--- config.mk ---
export PLATFORM = sky130hd
export DESIGN_NAME = led_scan_pen
export DESIGN_NICKNAME = d
export VERILOG_FILES = /design/src/rtl/led_scan_pen.sv
export SDC_FILE = /design/constraint.sdc
export NUM_CORES = 1
export LEC_CHECK = 0
export CELL_PAD_IN_SITES_DETAIL_PLACEMENT = 2
export CELL_PAD_IN_SITES_GLOBAL_PLACEMENT = 2
export CORE_MARGIN = 2
export CORE_UTILIZATION = 25
export DETAILED_ROUTE_END_ITERATION = 8
export GPL_TIMING_DRIVEN = 0
export PLACE_DENSITY = 0.67
export SYNTH_ARGS = -nofsm -noshare
export SYNTH_HDL_FRONTEND = slang
export SYNTH_SLANG_ARGS = --single-unit
--- constraint.sdc ---
create_clock -name clk -period 2.73 [get_ports clk]
set_input_delay 0.273 -clock clk [delete_from_list [all_inputs] [get_ports clk]]
set_output_delay 0.273 -clock clk [all_outputs]
set_load 0.005 [all_outputs]
--- src/rtl/led_scan_pen.sv ---
// Raster scanner for the 8x8 LED matrix with a light-pen sampler.
// Each pixel slot ends in a flash window; enough pen samples there trigger a 2+2 cycle write handshake.
module led_scan_pen #(
    parameter int DWELL_CYCLES = 64,
    parameter int PEN_WIN      = 8,
    parameter int PEN_HITS     = 4
) (
    input  logic       clk,
    input  logic       rst,
    input  logic       en,
    input  logic       pen_in,
    input  logic [3:0] led_data,
    output logic [7:0] addr_row,
    output logic [7:0] addr_col,
    output logic       we,
    output logic       pix_on,
    output logic       frame_start
);

    localparam int DW = $clog2(DWELL_CYCLES);
    localparam int HW = $clog2(PEN_WIN + 1);

    localparam logic [DW-1:0] DWELL_LAST = DW'(DWELL_CYCLES - 1);
    localparam logic [DW-1:0] WIN_START  = DW'(DWELL_CYCLES - PEN_WIN);
    localparam logic [HW-1:0] HIT_SAT    = HW'(PEN_WIN);
    localparam logic [HW:0]   HIT_NEED   = (HW+1)'(PEN_HITS);

    localparam logic [1:0] S_IDLE  = 2'd0;
    localparam logic [1:0] S_SCAN  = 2'd1;
    localparam logic [1:0] S_WE_HI = 2'd2;
    localparam logic [1:0] S_WE_LO = 2'd3;

    logic [1:0]    state_q, state_d;
    logic [2:0]    row_q, row_d;
    logic [2:0]    col_q, col_d;
    logic [DW-1:0] dwell_q, dwell_d;
    logic [HW-1:0] hit_q, hit_d;
    logic          hs_q, hs_d;
    logic          pen_meta_q, pen_s_q;
    logic [7:0]    addr_row_q, addr_col_q;
    logic [7:0]    row_hot, col_hot;
    logic          we_q, we_d;
    logic          pix_q, pix_d;
    logic          fs_q, fs_d;
    logic          advance;
    logic [HW:0]   hit_sum;
    logic          hit_found;

    assign hit_sum   = {1'b0, hit_q} + {{HW{1'b0}}, pen_s_q};
    assign hit_found = (hit_sum >= HIT_NEED);

    always_comb begin
        state_d = state_q;
        row_d   = row_q;
        col_d   = col_q;
        dwell_d = dwell_q;
        hit_d   = hit_q;
        hs_d    = hs_q;
        we_d    = 1'b0;
        pix_d   = 1'b0;
        fs_d    = 1'b0;
        advance = 1'b0;

        case (state_q)
            S_IDLE: begin
                row_d   = 3'd0;
                col_d   = 3'd0;
                dwell_d = '0;
                hit_d   = '0;
                hs_d    = 1'b0;
                if (en) begin
                    state_d = S_SCAN;
                    fs_d    = 1'b1;
                end
            end
            S_SCAN: begin
                if (dwell_q == '0) begin
                    pix_d = 1'b0;
                end else if (dwell_q < WIN_START) begin
                    pix_d = (led_data > dwell_q[3:0]);
                end else begin
                    pix_d = 1'b1;
                    if (hit_q != HIT_SAT) begin
                        hit_d = hit_q + {{(HW-1){1'b0}}, pen_s_q};
                    end
                end
                if (dwell_q == DWELL_LAST) begin
                    // A hit dims the pixel and holds the address for the write handshake
                    if (hit_found) begin
                        state_d = S_WE_HI;
                        we_d    = 1'b1;
                        pix_d   = 1'b0;
                        hs_d    = 1'b0;
                    end else begin
                        advance = 1'b1;
                    end
                end else begin
                    dwell_d = dwell_q + DW'(1);
                end
            end
            S_WE_HI: begin
                if (hs_q == 1'b0) begin
                    we_d = 1'b1;
                    hs_d = 1'b1;
                end else begin
                    state_d = S_WE_LO;
                    hs_d    = 1'b0;
                end
            end
            default: begin
                if (hs_q == 1'b0) begin
                    hs_d = 1'b1;
                end else begin
                    hs_d    = 1'b0;
                    advance = 1'b1;
                end
            end
        endcase

        if (advance) begin
            dwell_d = '0;
            hit_d   = '0;
            if (!en) begin
                state_d = S_IDLE;
                row_d   = 3'd0;
                col_d   = 3'd0;
            end else begin
                state_d = S_SCAN;
                col_d   = col_q + 3'd1;
                if (col_q == 3'd7) begin
                    row_d = row_q + 3'd1;
                end
                fs_d = (row_q == 3'd7) && (col_q == 3'd7);
            end
        end
    end

    genvar gi;
    generate
        for (gi = 0; gi < 8; gi++) begin : g_onehot
            assign row_hot[gi] = (row_d == 3'(gi));
            assign col_hot[gi] = (col_d == 3'(gi));
        end
    endgenerate

    always_ff @(posedge clk) begin
        if (rst) begin
            state_q    <= S_IDLE;
            row_q      <= 3'd0;
            col_q      <= 3'd0;
            dwell_q    <= '0;
            hit_q      <= '0;
            hs_q       <= 1'b0;
            pen_meta_q <= 1'b0;
            pen_s_q    <= 1'b0;
            addr_row_q <= 8'h01;
            addr_col_q <= 8'h01;
            we_q       <= 1'b0;
            pix_q      <= 1'b0;
            fs_q       <= 1'b0;
        end else begin
            state_q    <= state_d;
            row_q      <= row_d;
            col_q      <= col_d;
            dwell_q    <= dwell_d;
            hit_q      <= hit_d;
            hs_q       <= hs_d;
            pen_meta_q <= pen_in;
            pen_s_q    <= pen_meta_q;
            addr_row_q <= row_hot;
            addr_col_q <= col_hot;
            we_q       <= we_d;
            pix_q      <= pix_d;
            fs_q       <= fs_d;
        end
    end

    assign addr_row    = addr_row_q;
    assign addr_col    = addr_col_q;
    assign we          = we_q;
    assign pix_on      = pix_q;
    assign frame_start = fs_q;

endmodule
==> Word level (Yosys, flattened, before mapping) <==
Cells that the tools add are included.
{ "classes": {"n_bitwise": 1, "muxes": 39, "magnitude_cmp": 3, "reduce_logical": 14, "add_sub_neg": 5, "eq_ne": 30} }
{ "op_table": {"columns": ["cell", "n"], "rows": [
  ["$eq 3x3->1 const B", 10],
  ["$mux 3", 7],
  ["$mux 1", 17],
  ["$eq 3x2->1 const B", 4],
  ["$mux 4", 3],
  ["$ne 2x2->1 const B", 6],
  ["$ne 3x3->1 const B", 4],
  ["$pmux 6 s2", 1],
  ["$mux 2", 5],
  ["$pmux 4 s2", 1],
  ["$add 3x1->3 const B", 2],
  ["$add 6x1->6 const B", 1],
  ["$eq 3x1->1 const B", 2],
  ["$eq 6x6->1 const B", 1],
  ["$logic_not 3->1", 2],
  ["$logic_not 6->1", 1],
  ["$lt 6x6->1 const B", 1],
  ["$mux 6", 1],
  ["$pmux 1 s2", 3],
  ["$pmux 2 s3", 1],
  ["$reduce_or 2->1", 3],
  ["$add 4x1->5", 1],
  ["$ge 5x3->1 const B", 1],
  ["$reduce_and 5->1", 1],
  ["12 further kinds", 13]
]} }
{ "word_totals": {"regBits": 40, "out_inout_bits": 19} }

==> Depth between registers and ports, before layout <==
{ "depth": {"word_depth": 7, "mapped_depth": 9, "mapped_depth_nobuf": 7} }

==> Worst setup path after synthesis <==
OpenSTA, ideal clock, no wires.
{ "synth_timing": {"path_kind": "register -> register", "start": "register hit_q[0]", "end": "register addr_row_q[3] (netlist: addr_row[3])", "period_less_slack_ns": 1.973, "path_stages_with_launch": 9, "arrival_time_ns": 1.856, "required_ns": 2.613, "setup_slack_ns": 0.757, "path_cell_list": "dfxtp_1 > ha_1 > ha_1 > nor2_1 > a21oi_4 > o41a_1 > buf_6 > buf_6 > a32o_1"} }
{ "synth_between": {"elab_chain_cells": 7} }
{ "synth_rtl": {"columns": ["element", "line", "source"], "rows": [
  ["start: declaration", "37", "logic [HW-1:0] hit_q, hit_d;"],
  ["start signal: assignment", "166", "hit_q <= hit_d;"],
  ["$add 4x1->5", "49", "assign hit_sum = {1'b0, hit_q} + {{HW{1'b0}}, pen_s_q};"],
  ["$ge 5x3->1", "50", "assign hit_found = (hit_sum >= HIT_NEED);"],
  ["$mux 1", "89", "if (hit_found) begin"],
  ["$mux 1", "87", "if (dwell_q == DWELL_LAST) begin"],
  ["$pmux 1 s2", "64", "case (state_q)"],
  ["$mux 3", "120", "if (advance) begin"],
  ["$eq 3x2->1", "141", "assign row_hot[gi] = (row_d == 3'(gi));"],
  ["end signal: assignment", "170", "addr_row_q <= row_hot;"],
  ["end: declaration", "40", "logic [7:0] addr_row_q, addr_col_q;"]
]} }
No other way between the ends.
A chain may end at the register's enable or synchronous reset.

==> Worst setup path after layout <==
{ "layout_timing": {"start": "register hit_q[0]", "end": "register fs_q (netlist: frame_start)"} }
{ "layout_between": {"elab_chain_cells": 6} }
{ "layout_rtl": {"columns": ["element", "line", "source"], "rows": [
  ["$add 4x1->5", "49", null],
  ["$ge 5x3->1", "50", null],
  ["$mux 1", "89", null],
  ["$mux 1", "87", null],
  ["$pmux 1 s2", "64", null],
  ["$mux 1", "120", null],
  ["end signal: assignment", "174", "fs_q <= fs_d;"],
  ["end: declaration", "44", "logic fs_q, fs_d;"]
]} }
No other way between the ends.

==> results.json <==
{
  "min_period_over_period": 0.832,
  "synth.yosys.seq_area_share": 0.370,
  "synth_flop_cell": "dfxtp_1",
  "synth_commonest_cells": "dfxtp_1 (40), nor2_1 (29), nand2_1 (22), a21oi_1 (21)",
  "synth_nets": 275,
  "cts_tree": "done",
  "ys_warn_count": 0,
  "gp_congestion": 0.755,
  "ios": 27,
  "drv_cap": 0,
  "grt.busiest_layer": "met2",
  "use_met1": 0.179,
  "grt_pass1_vias": 2078,
  "ys_types": 48,
  "clockBufferDepth": 2,
  "detail_route.wl_per_cell_um": 15.4,
  "yosys-top-cells-area": "dfxtp_1 (37%), ha_1 (9.8%), nor2_1 (5.0%)",
  "worstSetupStartpointType": "flip-flop",
  "cts_hold_buf": 0,
  "path_delay_family": "compound AO/OA/AOI/OAI gates",
  "finalNonFillerCells": 389,
  "dieArea_sq_mm": 0.00942,
  "synthArstFlopShare": 0,
  "end_kind": "flip-flop",
  "htree_levels": 2,
  "drt_first_iter_violations": 47,
  "crit_buf_inv": 1,
  "hp-class": "reg2reg",
  "required_ps": 2950,
  "skew_ps": 7.08,
  "initial_core_util": 0.261,
  "grt_overflow": 0,
  "drv_slew": 0,
  "cts_root_buf": "clkbuf_8",
  "antenna_found_initial": 0,
  "synth_top_cell_area_share": 0.370,
  "crit_type": "reg2reg",
  "ant_nets": 0,
  "grt_usage": 0.137,
  "leakagePower_uw": 0.000975,
  "vias": 1901,
  "cts_setup_buffers": 0,
  "met3_usage": 0.0273,
  "critical-path-slowest-cell": "o41ai_4",
  "grt_pass1_wl_um": 10600,
  "clk_pin_slew_ps": 80,
  "grt_setup_unrepaired": "no",
  "path_cells": "ha_1 -> ha_1 -> and2_1 -> a21oi_4 -> o41ai_4 -> buf_4 -> nand3_1 -> a21oi_1",
  "preCtsSetupSlack_ps": 405,
  "powerDensity_mw_per_mm2": 601,
  "n_antenna_cell": 0,
  "finalHoldWorstSlack_ps": 469,
  "status": "complete, no violations",
  "drive_above_1_share": 0.0880,
  "row_count": 33,
  "worst_pin_slew_ps": 643,
  "max_slew_margin": 0.571,
  "port-buffer-count": 26,
  "max_freq_mhz": 440,
  "period_minus_slack_ps": 2270,
  "drcViolationCount": 0,
  "grt_max_degree": 14,
  "path_common_cell": "ha_1",
  "syn_area_sq_mm": 0.00217,
  "ir_drop_v": 0.000284,
  "yosys.area.top_type": "dfxtp_1",
  "drt-total-wl_um": 5980,
  "synth.most_common_cell": "dfxtp_1",
  "synth_seq_cells": 40,
  "dr.pass1.iters": 4,
  "setup_violations": 0,
  "synthCells": 250,
  "clock_sinks": 40,
  "die_height_um": 97.1,
  "vias_per_cell": 4.89,
  "clock_latency_ps": 290,
  "post_cts_resized": 0,
  "utilization": 0.319,
  "synth_edf_count": 0,
  "die_width_um": 97.1,
  "syn_avg_cell_area_sq_um": 8.66,
  "core_area_sq_mm": 0.00830,
  "hold_violations": 0,
  "dp_cells": 381,
  "syn_to_final_growth_pct": 22.1,
  "setup_ws_ps": 459,
  "dpl.hpwl_um": 4590,
  "nets": 308,
  "cp_slowest_stage_delay_ps": 560,
  "grt_util_met2": 0.234,
  "finalSetupTns_ps": 0,
  "cp.arrival_ps": 2500,
  "cts_buffers": 5,
  "worstPathMaxFanout": 10
}
[metrics by stage]
stage / instance area, sq um / power [uW]
4_1_cts: 2650 / 1640
6_report: 2650 / 1590
5_1_grt: 2650 / 1720
3_3_place_gp: 2560 / 1200
2_1_floorplan: 2170 / 1040
3_5_place_dp: 2560 / 1220
[placed cells by master, fill, tap and decap left out, drive strengths merged, types with 9 or more instances in the layout]
cell type and count:
clkbuf 9, nor2 29, a21oi 22, nand3 17, nand2 22, ha 17, clkdlybuf4s50 26, nor3 12
inv 11, dfxtp 40
[sequential cells by signal, summed over array words and instances, names as in the netlist]
name / flops
pen_meta_q: 1
addr_row: 8
row_q: 3
frame_start: 1
hit_q: 4
addr_col: 8
we: 1
dwell_q: 6
state_q: 2
pix_on: 1
col_q: 3
hs_q: 1
pen_s_q: 1
[routing by layer]
layer  up-vias  share of wire
li1        950              -
met1       929           0.47
met2        19           0.51
met3         3          0.020
met4         0         0.0033
met5         -              0
[cells by family (layout without fill, tap and decap cells)]
group                    count (synthesis)  after routing  share of synthesized area
AO/OA/AOI/OAI                           49             49                      0.162
XOR/XNOR                                 1              1                    0.00404
adder cells (fa/ha/maj)                 17             17                     0.0982
buffers and inverters                   22             56                     0.0491
flip-flops                              40             40                      0.370
multiplexers                             9              9                     0.0514
AND/OR/NAND/NOR                        112            112                      0.266
[report_power, final]
group          leakage, uW  internal [uW]  total, uW  switching [uW]
clock network    0.0000479            178        401             222
logic             0.000604            205        541             336
registers         0.000323            616        646            30.1
[final timing paths]
check | start | end | slack, ps | cells after the start
worst max-delay path | hit_q[0]$_SDFFE_PP0P_ | frame_start$_SDFF_PP0_ | 460 | 8
worst min-delay path | pen_meta_q$_SDFF_PP0_ | pen_s_q$_SDFF_PP0_ | 470 | 1
worst max register to register | hit_q[0]$_SDFFE_PP0P_ | frame_start$_SDFF_PP0_ | 460 | 8
worst min register to register | pen_meta_q$_SDFF_PP0_ | pen_s_q$_SDFF_PP0_ | 470 | 1
[layout make-up]
class,count,area (sq um)
buffer,10,61.3
timing repair buffer,26,260
sequential,40,801
inverter,12,45.0
multi-input combinational,188,1260
fill,956,5650
clock inverter,3,18.8
clock buffer,5,68.8
tap,105,131
No activity file was read; power rests on OpenSTA's default activity.
